<file path="config.mk">
export PLATFORM = sky130hd
export DESIGN_NAME = plot_scheduler
export DESIGN_NICKNAME = d
export VERILOG_FILES = /design/src/rtl/tron_pkg.sv /design/src/rtl/clear_sweeper.sv /design/src/rtl/plot_scheduler.sv
export SDC_FILE = /design/constraint.sdc
export NUM_CORES = 1
export LEC_CHECK = 0
export CORE_ASPECT_RATIO = 0.75
export CORE_MARGIN = 2
export CORE_UTILIZATION = 30
export DETAILED_ROUTE_END_ITERATION = 8
export PLACE_DENSITY = 0.53
export SYNTH_ARGS = -nofsm -noshare
export SYNTH_HDL_FRONTEND = slang
export SYNTH_SLANG_ARGS = --single-unit
</file>
<file path="constraint.sdc">
create_clock -name CLOCK_50 -period 1.8 [get_ports CLOCK_50]
set_clock_uncertainty 0.05 [all_clocks]
set_input_delay 0.27 -clock CLOCK_50 [delete_from_list [all_inputs] [get_ports CLOCK_50]]
set_output_delay 0.27 -clock CLOCK_50 [all_outputs]
set_load 0.005 [all_outputs]
</file>
<file path="src/rtl/tron_pkg.sv">
// Shared definitions for the tron display path: frame size, plot colours,
// scheduler state encoding and the packed player-position layout.
package tron_pkg;

  localparam int FRAME_W = 160;
  localparam int FRAME_H = 120;

  localparam logic [2:0] COL_P1    = 3'b001;
  localparam logic [2:0] COL_P2    = 3'b010;
  localparam logic [2:0] COL_P3    = 3'b100;
  localparam logic [2:0] COL_P4    = 3'b110;
  localparam logic [2:0] COL_TIMER = 3'b111;
  localparam logic [2:0] COL_BLACK = 3'b000;

  localparam logic [3:0] IDLE       = 4'd0;
  localparam logic [3:0] DRAW_P1    = 4'd1;
  localparam logic [3:0] DRAW_P2    = 4'd2;
  localparam logic [3:0] DRAW_P3    = 4'd3;
  localparam logic [3:0] DRAW_P4    = 4'd4;
  localparam logic [3:0] DRAW_TIMER = 4'd5;
  localparam logic [3:0] CLEAR      = 4'd6;
  localparam logic [3:0] WINNER     = 4'd7;
  localparam logic [3:0] HALT       = 4'd8;

  typedef struct packed {
    logic [7:0] x;
    logic [6:0] y;
  } pos_t;

  function automatic logic [2:0] player_colour(input logic [1:0] idx);
    case (idx)
      2'd0:    return COL_P1;
      2'd1:    return COL_P2;
      2'd2:    return COL_P3;
      default: return COL_P4;
    endcase
  endfunction

endpackage

</file>
<file path="src/rtl/clear_sweeper.sv">
// Raster x/y walker for the end-of-round wipe: x,y is the next pixel to issue; one step per cycle once started.
// Never stalls; last pulses for one cycle after the final pixel (W-1,H-1) has been handed out.
module clear_sweeper
  import tron_pkg::*;
#(
  parameter int W = FRAME_W,
  parameter int H = FRAME_H
) (
  input  logic       CLOCK_50,
  input  logic       reset,
  input  logic       start,
  output logic       busy,
  output logic       last,
  output logic [7:0] x,
  output logic [6:0] y
);

  localparam logic [7:0] X_MAX = 8'(W - 1);
  localparam logic [6:0] Y_MAX = 7'(H - 1);

  always_ff @(posedge CLOCK_50) begin
    if (reset) begin
      busy <= 1'b0;
      last <= 1'b0;
      x    <= 8'd0;
      y    <= 7'd0;
    end else begin
      last <= 1'b0;
      if (start || busy) begin
        busy <= 1'b1;
        if (x == X_MAX) begin
          x <= 8'd0;
          // Counters park at (0,0) so the next start begins a fresh frame.
          if (y == Y_MAX) begin
            y    <= 7'd0;
            busy <= 1'b0;
            last <= 1'b1;
          end else begin
            y <= y + 7'd1;
          end
        end else begin
          x <= x + 8'd1;
        end
      end
    end
  end

endmodule

</file>
<file path="src/rtl/plot_scheduler.sv">
// Sole driver of the VGA plot port: five-pixel draw per tick, then black sweep and winner marker at round end.
// Registered outputs, P1 plot two cycles after a tick; no backpressure, one spare tick is latched, extras dropped.
module plot_scheduler
  import tron_pkg::*;
#(
  parameter int SCREEN_W  = FRAME_W,
  parameter int SCREEN_H  = FRAME_H,
  parameter int TIMER_ROW = 119,
  parameter int WIN_X     = 85,
  parameter int WIN_Y     = 42
) (
  input  logic        CLOCK_50,
  input  logic        reset,
  input  logic        tick,
  input  logic        timer_tick,
  input  logic [14:0] p1,
  input  logic [14:0] p2,
  input  logic [14:0] p3,
  input  logic [14:0] p4,
  input  logic [1:0]  winner,
  output logic [7:0]  x,
  output logic [6:0]  y,
  output logic [2:0]  colour,
  output logic        plot,
  output logic        running,
  output logic        clear_done
);

  localparam logic [7:0] X_MAX = 8'(SCREEN_W - 1);

  logic [3:0] state;
  logic [7:0] timer_x;
  logic       tick_pending;
  logic       sw_start, sw_busy, sw_last;
  logic [7:0] sw_x;
  logic [6:0] sw_y;
  pos_t       cur_pos;
  logic [2:0] cur_col;
  logic       start_draw, end_phase;

  clear_sweeper #(.W(SCREEN_W), .H(SCREEN_H)) u_sweeper (
    .CLOCK_50 (CLOCK_50),
    .reset    (reset),
    .start    (sw_start),
    .busy     (sw_busy),
    .last     (sw_last),
    .x        (sw_x),
    .y        (sw_y)
  );

  // Position/colour of the player plotted on the edge leaving the current state.
  always_comb begin
    cur_pos = p1;
    cur_col = COL_P1;
    case (state)
      DRAW_P1: begin cur_pos = p2; cur_col = COL_P2; end
      DRAW_P2: begin cur_pos = p3; cur_col = COL_P3; end
      DRAW_P3: begin cur_pos = p4; cur_col = COL_P4; end
      default: ;
    endcase
  end

  assign sw_start   = (state == IDLE) && !running;
  assign start_draw = (state == IDLE) && running && tick_pending;
  assign end_phase  = (state == CLEAR) || (state == WINNER) || (state == HALT);

  always_ff @(posedge CLOCK_50) begin
    if (reset) begin
      state        <= IDLE;
      running      <= 1'b1;
      clear_done   <= 1'b0;
      plot         <= 1'b0;
      x            <= 8'd0;
      y            <= 7'd0;
      colour       <= 3'd0;
      timer_x      <= 8'd0;
      tick_pending <= 1'b0;
    end else begin
      plot    <= 1'b0;
      running <= running && (timer_x != X_MAX);
      // Holding at the right edge keeps the timer pixel on screen.
      if (timer_tick && running && (timer_x != X_MAX))
        timer_x <= timer_x + 8'd1;

      if (end_phase)       tick_pending <= 1'b0;
      else if (tick)       tick_pending <= 1'b1;
      else if (start_draw) tick_pending <= 1'b0;

      case (state)
        IDLE: begin
          if (!running) begin
            state  <= CLEAR;
            plot   <= 1'b1;
            x      <= sw_x;
            y      <= sw_y;
            colour <= COL_BLACK;
          end else if (tick_pending) begin
            state  <= DRAW_P1;
            plot   <= 1'b1;
            x      <= cur_pos.x;
            y      <= cur_pos.y;
            colour <= cur_col;
          end
        end
        DRAW_P1, DRAW_P2, DRAW_P3: begin
          state  <= (state == DRAW_P1) ? DRAW_P2 : (state == DRAW_P2) ? DRAW_P3 : DRAW_P4;
          plot   <= 1'b1;
          x      <= cur_pos.x;
          y      <= cur_pos.y;
          colour <= cur_col;
        end
        DRAW_P4: begin
          state  <= DRAW_TIMER;
          plot   <= 1'b1;
          x      <= timer_x;
          y      <= 7'(TIMER_ROW);
          colour <= COL_TIMER;
        end
        DRAW_TIMER: state <= IDLE;
        CLEAR: begin
          if (sw_last) begin
            state  <= WINNER;
            plot   <= 1'b1;
            x      <= 8'(WIN_X);
            y      <= 7'(WIN_Y);
            colour <= player_colour(winner);
          end else begin
            plot   <= sw_busy;
            x      <= sw_x;
            y      <= sw_y;
            colour <= COL_BLACK;
          end
        end
        WINNER: begin
          state      <= HALT;
          clear_done <= 1'b1;
        end
        default: ;
      endcase
    end
  end

endmodule

</file>
# Word level (Yosys, flattened, before mapping)
# Cells that the tools add are included.
[classes]
eq_ne = 15
n_reduce_logical = 22
n_bitwise = 2
n_mux = 32
n_addsub = 3
[ops]
columns = ["op", "count"]
rows = [
  ["one-hot mux 15 bit (3 select lines)", 1],
  ["2-to-1 mux 8 bit", 4],
  ["one-hot mux 8 bit (4 select lines)", 1],
  ["2-to-1 mux 7 bit", 4],
  ["one-hot mux 7 bit (4 select lines)", 1],
  ["one-hot mux 4 bit (6 select lines)", 1],
  ["one-hot mux 3 bit (3 select lines)", 2],
  ["adder 8 x 1 -> 8 bit, second input constant", 2],
  ["== test 4 x 3 -> 1 bit, second input constant", 4],
  ["2-to-1 mux 3 bit", 5],
  ["2-to-1 mux 4 bit", 3],
  ["one-hot mux 3 bit (4 select lines)", 1],
  ["== test 4 x 2 -> 1 bit, second input constant", 2],
  ["== test 8 bit, second input constant", 1],
  ["2-to-1 mux 1 bit", 8],
  ["!= test 8 bit, second input constant", 1],
  ["adder 7 x 1 -> 7 bit, second input constant", 1],
  ["== test 7 bit, second input constant", 1],
  ["logical AND 1 bit", 6],
  ["nonzero test 6 bit", 1],
  ["OR reduction 3 bit", 2],
  ["== test 4 x 1 -> 1 bit, second input constant", 1],
  ["== test 4 bit, second input constant", 1],
  ["logical NOT 4 bit", 1],
  ["other kinds (15)", 19],
]
[totals]
regBits = 51

# Logic depth before layout (Yosys ltp)
# Gate-level depths: netlist of the first run.
[depth]
depth_word = 5
ltp_mapped = 7

# Hierarchy
# Synthesis of the first run repeated with hierarchy kept, for this count alone.
[hier_totals]
cells_unflattened = 364
area_unflattened_um2 = 3185.6
[modules_own_cells]
columns = ["mod", "seq_area_each_um2", "cells_each", "area_each_um2", "instances"]
rows = [
  ["plot_scheduler", 680.7, 274, 2356.0, 1],
  ["clear_sweeper", 340.3, 90, 829.5, 1],
]

# Worst setup path after synthesis of the first run
# OpenSTA, ideal clock, no wires.
[synth_timing]
path_type = "register to register"
from = "register u_sweeper.y[0]"
to = "register u_sweeper.y[5]"
required_ns = 1.614
n_path_buf = 0
path_slack_ns = 0.172
path_stages_with_launch = 6
arrival_time_ns = 1.442
setup_time_ns = 0.136
period_less_slack_ns = 1.628
path_cell_list = "dfxtp_1 > ha_1 > and4_1 > nand3_1 > a2111oi_0 > a211oi_1"
[synth_via]
elab_chain_cells = 2
elab_cells_between_ends = 3
[synth_lines]
columns = ["element", "line_no", "rtl"]
rows = [
  ["start: declaration", "clear_sweeper.sv:15", "output logic [6:0] y"],
  ["start signal: assignment", "clear_sweeper.sv:39", "y <= y + 7'd1;"],
  ["adder 7 x 1 -> 7 bit or == test 7 bit (tied branches)", "clear_sweeper.sv:39, clear_sweeper.sv:34", ""],
  ["2-to-1 mux 7 bit (*)", "clear_sweeper.sv:34", "if (y == Y_MAX) begin"],
]
# Mark *: on every way between the ends. The rest lies on a longest branch, timed or not.
# A chain may end at the register's enable or synchronous reset.

# Worst setup path in the final report of the first run
[layout_timing]
from = "register state[0]"
to = "register y[2]"
[layout_via]
elab_chain_cells = 5
elab_cells_between_ends = 14
[layout_lines]
columns = ["element", "line_no", "rtl"]
rows = [
  ["start: declaration", "plot_scheduler.sv:31", "logic [3:0] state;"],
  ["start signal: assignment", "plot_scheduler.sv:106", "state <= (state == DRAW_P1) ? DRAW_P2 : (state == DRAW_P2) ? DRAW_P3 : DRAW_P4;"],
  ["== test 4 x 2 -> 1 bit or == test 4 x 1 -> 1 bit (tied branches)", "plot_scheduler.sv:55, plot_scheduler.sv:89", ""],
  ["one-hot mux 15 bit (3 select lines)", "plot_scheduler.sv:55", "case (state)"],
  ["2-to-1 mux 7 bit", "plot_scheduler.sv:97", "end else if (tick_pending) begin"],
  ["2-to-1 mux 7 bit", "plot_scheduler.sv:91", "if (!running) begin"],
  ["one-hot mux 7 bit (4 select lines)", "plot_scheduler.sv:89", "case (state)"],
  ["end signal: assignment", "plot_scheduler.sv:95", "y <= sw_y;"],
  ["end signal: assignment", "plot_scheduler.sv:101", "y <= cur_pos.y;"],
  ["end signal: assignment", "plot_scheduler.sv:109", "y <= cur_pos.y;"],
  ["end: declaration", "plot_scheduler.sv:22", "output logic [6:0] y,"],
]
# Several ways; a longest one is shown, not always the timed one. The select of a mux whose other input is x is not followed.

==> results.json, run 1 <==
{
  "syn_to_final_growth_pct": 50.0,
  "synth_area_leaders": "dfxtp_1 (33%), o21ai_0 (5.9%), a21oi_1 (4.4%)",
  "cts_num_sinks": 51,
  "required_ps": 1900,
  "h-tree-depth": 2,
  "cts_root_buf": "clkbuf_16",
  "worstMarginPinSlew_ps": 425,
  "num_vias": 3363,
  "synthCells": 372,
  "dp_hpwl_um": 8360,
  "drive_gt1_share_pct": 17.3,
  "period_share_pct": 96.2,
  "yosys.area.top_type_share_pct": 33.4,
  "gp_congestion": 0.834,
  "cp-endpoint": "y[2]",
  "maxSlewHeadroom_pct": 71.6,
  "grt_start_max_net_pins": 33,
  "r2r-start": "state[0]",
  "power_frac_seq_pct": 37.4,
  "avgViaCountPerCell": 5.40,
  "wl_per_cell_um": 17.2,
  "fillers": 981,
  "period_needed_ps": 1730,
  "die_w_um": 121,
  "grt_pass1_wl_um": 17100,
  "rsz0062_at_grt": "false",
  "nets": 559,
  "async_flop_share_pct": 0,
  "power_switching_uw": 880,
  "rows": 31,
  "yosysTopAreaCell": "dfxtp_1",
  "grt_antenna_before_repair": 0,
  "startpoint_type": "flop",
  "ys_types": 62,
  "drc": 0,
  "worstHoldPathType": "flop to flop",
  "initial_core_util_pct": 31.2,
  "ys_seq_area_share_pct": 33.4,
  "core_area_sq_mm": 0.00977,
  "cts_tree": "built",
  "hold_viol": 0,
  "fin_setup_tns_ps": 0,
  "endpoint_kind": "flop",
  "power_density_mw_per_mm2": 744,
  "grt_usage_pct": 19.4,
  "ant_nets": 0,
  "syn_area_per_cell_sq_um": 8.21,
  "crit_fanout": 12,
  "cts_buffers": 5,
  "synth_area_sq_mm": 0.00305,
  "grt.overflow.total": 0,
  "numPortBuffers": 86,
  "clock.fmax_mhz": 578,
  "die_area_sq_mm": 0.0110,
  "layout_common_cells": "clkdlybuf4s50_1 (86), dfxtp_1 (48), buf_4 (47)",
  "layout.cells.non_filler": 623,
  "setup_viol": 0,
  "wl_um": 10700,
  "clk_pin_slew_ps": 70,
  "power_frac_clock_pct": 35.9,
  "clk_latency_ps": 290,
  "diodes": 0,
  "worstSetupPathType": "flop to flop",
  "drv_slew": 0,
  "leakage_nw": 1.68,
  "yosys_warnings": 0,
  "boundaryPins": 87,
  "die_h_um": 91.4,
  "final_common_cell": "clkdlybuf4s50_1",
  "grt_pass1_vias": 3277,
  "ys_ff_latch": 51,
  "r2r_setup_slack_ps": 70,
  "synth_edf_count": 0,
  "p_comb_share_pct": 26.7,
  "worstRegToRegCells": 5,
  "cap_viol_max_count": 0,
  "r2r_end": "y[2]",
  "cp-startpoint": "state[0]",
  "switching_share_pct": 25.8,
  "power.internal_mw": 2.53,
  "power.total_mw": 3.41,
  "clockBufferDepth": 2,
  "synthFlopType": "dfxtp_1",
  "status": "complete, no violations",
  "dp.cells": 615,
  "dr.pass1.iters": 4,
  "cp.arrival_ps": 1830,
  "syn-num-nets": 441,
  "first_iter_violations": 279,
  "vdd_ir_drop_max_v": 0.000375
}
==> registers in the layout, indices dropped and copies added (netlist names) <==
name	count
timer_x	8
u_sweeper.x	8
x	8
u_sweeper.y	7
y	7
state	4
colour	3
clear_done	1
plot	1
running	1
tick_pending	1
u_sweeper.busy	1
u_sweeper.last	1
==> area by class of cell <==
type | count | area (sq um) | area share, %
multi-input cells | 282 | 1870 | 40.9
repair buffers | 136 | 1270 | 27.8
flip-flops and latches | 51 | 1030 | 22.4
well taps | 132 | 165 | 3.61
clock buffers | 6 | 129 | 2.81
clock inverters | 2 | 60.1 | 1.31
inverters | 14 | 52.6 | 1.15
==> worst min-delay path by stage <==
stage                          from         to  depth (start not counted)
after global routing      colour[1]  colour[1]                          2
after floorplan               p1[3]       y[3]                          2
after CTS                 colour[1]  colour[1]                          2
final                     colour[1]  colour[1]                          2
after global placement    colour[1]  colour[1]                          2
after detailed placement  colour[1]  colour[1]                          2
==> critical path: stages (launching register included) <==
cell and delay, ps:
dfxtp_1 520, buf_4 250, nand2b_1 160, o21bai_1 100, a21oi_1 330, a41oi_1 170
==> repair_timing <==
| action | in CTS | in global routing |
|---|---|---|
| hold endpoints to repair | 0 | 0 |
| resized for setup | 1 | 9 |
| endpoints found under the setup margin | 1 | 16 |
| setup buffers | 0 | 0 |
| hold buffers | 0 | 0 |
| cloned | 0 | 0 |
==> cells by family after synthesis <==
kind of cell / Yosys count / share of synthesized area (%)
mux: 16 / 5.49
buf+inv: 39 / 5.86
xor+xnor: 7 / 2.01
flops: 51 / 33.4
simple gates: 115 / 20.4
fa+ha+maj: 3 / 1.23
compound gates: 141 / 31.6
==> Yosys cell counts, drive strengths merged, types with 3 or more instances <==
| master | instances |
|---|---|
| dfxtp | 51 |
| o21ai | 36 |
| a21oi | 28 |
| nand2 | 26 |
| nor2 | 25 |
| buf | 17 |
| inv | 14 |
| nand3 | 14 |
| a31oi | 11 |
| mux2i | 10 |
| clkbuf | 8 |
| nor2b | 8 |
| a211oi | 7 |
| a22o | 7 |
| a2bb2oi | 7 |
| a41oi | 7 |
| and3 | 6 |
| mux2 | 6 |
| nor3 | 5 |
| xnor2 | 5 |
| a22oi | 4 |
| a311oi | 4 |
| or3 | 4 |
| a31o | 3 |
| ha | 3 |
| nand3b | 3 |
| nand4 | 3 |
| nor4 | 3 |
| o211ai | 3 |
| o22a | 3 |
| o31ai | 3 |
| or2 | 3 |
| or4 | 3 |
==> metrics by stage <==
| step | instance area, sq um | worst slack, ps | util [%] | hold WS, ps |
|---|---|---|---|---|
| final | 4580 | 68.8 | 46.9 | 412 |
| after global routing | 4580 | 3.15 | 46.9 | 424 |
| after detailed placement | 4370 | 90.9 | 44.7 | 404 |
| after global placement | 4370 | 117 | 44.7 | 404 |
| after floorplan | 3050 | 172 | - | 383 |
| after CTS | 4560 | 12.4 | 46.6 | 413 |
==> power groups by stage <==
| stage | combinational [mW] | clock (mW) | sequential (mW) |
|---|---|---|---|
| after floorplan | 0.409 | 0 | 1.29 |
| after global placement | 0.896 | 0 | 1.30 |
| after detailed placement | 0.902 | 0 | 1.30 |
| after CTS | 0.907 | 1.24 | 1.27 |
| after global routing | 0.988 | 1.28 | 1.28 |
| final | 0.909 | 1.22 | 1.27 |
==> per-layer routing <==
metal  wire length [um]  vias to the layer above  track usage (%)
met5                  0                        -                0
met4                 78                        0             2.71
met3                728                        7             4.08
met2               4640                      102             31.4
met1               5290                     1606             27.0
li1                   -                     1648                -
(Power assumes the default switching activity.)
==> run 2, diff against run 1 <==
--- a/config.mk
+++ b/config.mk
@@ -9,6 +9,8 @@
 export CORE_MARGIN = 2
 export CORE_UTILIZATION = 30
 export DETAILED_ROUTE_END_ITERATION = 8
+export GPL_TIMING_DRIVEN = 0
+export HOLD_SLACK_MARGIN = 0.1
 export PLACE_DENSITY = 0.53
 export SYNTH_ARGS = -nofsm -noshare
 export SYNTH_HDL_FRONTEND = slang
==> constraint.sdc (replaced) <==
create_clock -name CLOCK_50 -period 1.8 [get_ports CLOCK_50]
set_clock_uncertainty 0.05 [all_clocks]
set_input_delay 0.27 -clock CLOCK_50 [delete_from_list [all_inputs] [get_ports CLOCK_50]]
set_output_delay 0.27 -clock CLOCK_50 [all_outputs]
set_load 0.05 [all_outputs]
==> results.json, run 2 (synthesized netlist as in run 1, its figures left out) <==
{
  "status": "complete, no violations",
  "clockBufferDepth": 2,
  "worstSetupPathType": "flop to output port",
  "cpPeakStageDelay_ps": 810,
  "avgViaCountPerCell": 5.52,
  "drive_gt1_share_pct": 14.8,
  "nets": 533,
  "crit_chain": "clkdlybuf4s50_1",
  "grt.overflow.total": 0,
  "grtUsageMet3_pct": 4.40,
  "layout_common_cells": "clkdlybuf4s50_1 (77), dfxtp_1 (41), o21ai_0 (35)",
  "gp_congestion": 0.837,
  "hold_depth": 3,
  "die_area_sq_mm": 0.0110,
  "numPortBuffers": 85,
  "crit_fanout": 2,
  "setup_ws_ps": 30.6,
  "critPathBufInv": 1,
  "clk_latency_ps": 290,
  "worstHoldPathType": "input pin to flop",
  "setup_viol": 0,
  "multiInputGateArea_sq_mm": 0.00195,
  "worstHoldEndpoint": "u_sweeper.x[6]",
  "vdd_ir_drop_max_v": 0.000678,
  "cts_num_sinks": 51,
  "die_h_um": 91.4,
  "worstRegToRegCells": 5,
  "period_needed_ps": 1770,
  "cap_viol_max_count": 0,
  "cts_tree": "built",
  "core_area_sq_mm": 0.00977,
  "register_area_sq_mm": 0.00103,
  "clock.fmax_mhz": 565,
  "worst-path-stages": 1,
  "drv_slew": 0,
  "hold_viol": 0,
  "holdBufCountCts": 0,
  "wl_um": 11200,
  "first_iter_violations": 268,
  "dp.cells": 589,
  "maxSlewHeadroom_pct": 57.3,
  "rows": 31,
  "grt_start_max_net_pins": 17,
  "period_share_pct": 98.3,
  "die_w_um": 121,
  "grtUsageMet2_pct": 29.8,
  "worstHoldStart": "reset",
  "final_common_cell": "clkdlybuf4s50_1",
  "boundaryPins": 87,
  "ant_nets": 0,
  "reg.largest.list": "timer_x (8), u_sweeper.x (8), x (8)",
  "grt_usage_pct": 20.1,
  "r2r_setup_slack_ps": 40,
  "num_vias": 3296,
  "cts_buffers": 5,
  "syn_to_final_growth_pct": 42.2,
  "power_density_mw_per_mm2": 771,
  "pre_cts_slack_ps": -102,
  "slowest_stage": "clkdlybuf4s50_1",
  "grt_pass1_wl_um": 17500,
  "dp_hpwl_um": 8480,
  "required_ps": 1480,
  "wl_per_cell_um": 18.8,
  "cp.arrival_ps": 1450,
  "fillers": 1024,
  "path_delay_family": "buffers and inverters",
  "endpoint_kind": "output port",
  "r2r_end": "y[6]",
  "h-tree-depth": 2,
  "dr.pass1.iters": 5,
  "grt_antenna_before_repair": 0,
  "startpoint_type": "flop",
  "busiest_layer": "met2",
  "layout.cells.non_filler": 597,
  "initial_core_util_pct": 31.2,
  "cts_root_buf": "clkbuf_16",
  "worstMarginPinSlew_ps": 640,
  "diodes": 0,
  "leakage_nw": 1.58,
  "r2r-start": "state[2]",
  "clk_pin_slew_ps": 80,
  "drc": 0,
  "grt_pass1_vias": 3203,
  "met1_usage_pct": 29.7
}
run 2: changes by cell type in the layout (fill, tap and decap cells not counted), moves of 3 or more:
cell and change:
a21oi_4 +3, buf_12 -3, buf_2 +11, buf_4 -43, clkbuf_1 +5, clkdlybuf4s50_1 -9
dfxtp_1 -7, dfxtp_2 +8, dlymetal6s2s_1 +7
run 2: how the worst max path moves through the flow:
stage / endpoint / slack, ps / from
floorplan: timer_x[5] / 8 / running
global placement: u_sweeper.y[5] / -90 / u_sweeper.y[0]
detailed placement: u_sweeper.y[5] / -100 / u_sweeper.y[0]
CTS: x[1] / -2 / state[2]
global route: y[3] / -30 / state[1]
finish: y[5] / 30 / y[5]
run 2: cell type report:
class                      count  share of cell area [%]
clock buffer                   5                    2.88
buffer                        25                    3.05
inverter                      14                    1.21
clock inverter                 3                   0.432
tap                          132                    3.80
sequential                    51                    23.8
timing repair buffer          85                    20.0
multi-input combinational    282                    44.9
run 2: timing repair:
item	CTS	global route
resized for setup	10	32
pin swaps	1	0
buffers inserted	0	0
endpoints found under the setup margin	16	35
hold endpoints to repair	0	0
run 2: routing by layer:
metal / vias up / wire length, um
met5: - / 0
met4: 0 / 79
met3: 6 / 816
met2: 129 / 4660
met1: 1568 / 5690
li1: 1593 / -
run 2: power by group:
part | total, mW | leakage, nW | internal (mW) | switching (mW)
registers | 1.27 | 0.420 | 1.21 | 0.0536
logic | 1.11 | 1.09 | 0.456 | 0.656
clock network | 0.974 | 0.0740 | 0.517 | 0.456
total | 3.35 | 1.58 | 2.19 | 1.17
run 2: metrics by stage:
stage / hold slack [ps] / cell area [sq um] / total power [mW] / utilization (%) / TNS (ps)
2_1_floorplan: 383 / 3050 / 1.94 / - / 0
3_3_place_gp: 400 / 4070 / 2.38 / 41.6 / -618
3_5_place_dp: 407 / 4070 / 2.38 / 41.6 / -884
4_1_cts: 417 / 4240 / 3.35 / 43.4 / -2.24
5_1_grt: 460 / 4340 / 3.48 / 44.4 / -30.7
6_report: 416 / 4340 / 3.35 / 44.4 / 0
==> run 3, diff against run 2 <==
--- a/config.mk
+++ b/config.mk
@@ -12,6 +12,7 @@
 export GPL_TIMING_DRIVEN = 0
 export HOLD_SLACK_MARGIN = 0.1
 export PLACE_DENSITY = 0.53
+export SETUP_SLACK_MARGIN = 0.15
 export SYNTH_ARGS = -nofsm -noshare
 export SYNTH_HDL_FRONTEND = slang
 export SYNTH_SLANG_ARGS = --single-unit
==> results.json, run 3 (synthesized netlist as in run 1, its figures left out) <==
{
  "status": "complete, no violations",
  "core_area_sq_mm": 0.00977,
  "cts_buffers": 5,
  "cpPeakStageDelay_ps": 380,
  "cts_num_sinks": 51,
  "dp_hpwl_um": 8520,
  "hold_viol": 0,
  "slowest_stage": "dfxtp_2",
  "reg.largest.list": "timer_x (8), u_sweeper.x (8), x (8)",
  "rsz0062_at_grt": "true",
  "worstMarginPinSlew_ps": 598,
  "required_ps": 1970,
  "first_iter_violations": 268,
  "avgViaCountPerCell": 5.63,
  "vdd_ir_drop_max_v": 0.000391,
  "finish.utilization_pct": 48.3,
  "grt_pass1_wl_um": 17900,
  "ant_nets": 0,
  "power.total_mw": 3.54,
  "grt_antenna_before_repair": 0,
  "final_common_cell": "clkdlybuf4s50_1",
  "cap_viol_max_count": 0,
  "syn_to_final_growth_pct": 54.5,
  "nets": 551,
  "num_vias": 3462,
  "r2r-start": "u_sweeper.x[4]",
  "startpoint_type": "flop",
  "period_share_pct": 91.8,
  "layout_common_cells": "clkdlybuf4s50_1 (64), dfxtp_1 (38), o21ai_0 (30)",
  "wl_per_cell_um": 19.1,
  "setup_viol": 0,
  "boundaryPins": 87,
  "worstHoldEndpoint": "clear_done",
  "r2r_setup_slack_ps": 150,
  "drv_slew": 0,
  "cp.arrival_ps": 1820,
  "wl_um": 11800,
  "hold_depth": 2,
  "drive_gt1_share_pct": 23.4,
  "crit_chain": "and3_4 > nand4_1 > buf_4 > or3_1 > a211oi_2",
  "grt_pass1_vias": 3244,
  "cts_root_buf": "clkbuf_16",
  "maxSlewHeadroom_pct": 60.1,
  "leakage_nw": 1.69,
  "period_needed_ps": 1650,
  "h-tree-depth": 2,
  "grt_start_max_net_pins": 17,
  "r2r_end": "u_sweeper.y[5]",
  "grt.overflow.total": 0,
  "die_h_um": 91.4,
  "initial_core_util_pct": 31.2,
  "fin_setup_tns_ps": 0,
  "worstHoldStart": "clear_done",
  "dr.pass1.iters": 5,
  "cts_tree": "built",
  "layout.cells.non_filler": 615,
  "worstHoldPathType": "flop to flop",
  "grt_usage_pct": 20.5,
  "worstSetupPathType": "flop to flop",
  "numPortBuffers": 85,
  "clk_pin_slew_ps": 80,
  "die_area_sq_mm": 0.0110,
  "clock.fmax_mhz": 605,
  "pre_cts_slack_ps": -116,
  "setup_ws_ps": 148,
  "drc": 0,
  "dp.cells": 589,
  "rows": 31,
  "holdBufCountCts": 0,
  "endpoint_kind": "flop",
  "worstRegToRegCells": 5,
  "diodes": 0,
  "clk_latency_ps": 290,
  "power_density_mw_per_mm2": 750,
  "crit_fanout": 5,
  "die_w_um": 121,
  "clockBufferDepth": 2,
  "gp_congestion": 0.891
}
-- run 3: cell types whose count changed in the layout (fill, tap and decap cells not counted), moves of 4 or more --
cell             delta
dlymetal6s2s_1      -7
clkbuf_4            +4
o21ai_1             +4
o21ai_0             -5
buf_6               +8
buf_4              +13
buf_2               -8
dlygate4sd2_1      +19
dfxtp_4             +6
clkdlybuf4s50_1    -13
-- run 3: report_power, final --
part	total (mW)	internal, mW	leakage, nW	switching, mW
Combinational	1.16	0.474	1.18	0.686
Clock	1.12	0.658	0.0838	0.461
Sequential	1.26	1.21	0.423	0.0575
Total	3.54	2.34	1.69	1.20
-- run 3: cell type report --
cell class              count  area (sq um)
clock buffers               5           125
repair buffers            102           956
clock inverters             3          43.8
multi-input cells         283          2130
fillers                   982          5050
inverters                  14          52.6
flip-flops and latches     51          1050
plain buffers              25           191
well taps                 132           165
-- run 3: per-stage QoR --
| stage | hold WS (ps) | cell area, sq um |
|---|---|---|
| 3_5_place_dp | 413 | 4070 |
| 3_3_place_gp | 410 | 4070 |
| 4_1_cts | 425 | 4380 |
| 5_1_grt | 459 | 4720 |
| 6_report | 415 | 4720 |
| 2_1_floorplan | 383 | 3060 |
-- run 3: critical path: cells and delay by family, from the launching register on --
family	cells	cell delay, ps
compound gates	1	220
buf+inv	1	190
simple gates	3	730
flops	1	380
-- run 3: worst max path at each step --
stage                     cells after the start           start              to  slack (ps)
after floorplan                               5  u_sweeper.y[0]  u_sweeper.y[5]         170
after global placement                        5  u_sweeper.y[0]  u_sweeper.y[5]         -80
after detailed placement                      5  u_sweeper.y[0]  u_sweeper.y[5]        -120
after CTS                                     5        state[1]  u_sweeper.x[5]         110
after global routing                          5  u_sweeper.x[4]  u_sweeper.y[5]          40
final                                         5  u_sweeper.x[4]  u_sweeper.y[5]         150
-- run 3: what timing repair did --
action / in CTS / in global routing
setup buffers: 4 / 11
gates resized for setup: 61 / 66
pin swaps: 4 / 9
gates cloned: 1 / 2
endpoints found under the setup margin: 53 / 37
hold endpoints to repair: 0 / 0
-- run 3: routing by layer --
metal	share of wire, %	global-route usage (%)
met2	42	30.3
met1	49	29.7
met5	0	0
met4	1.7	5.04
met3	8.2	5.15
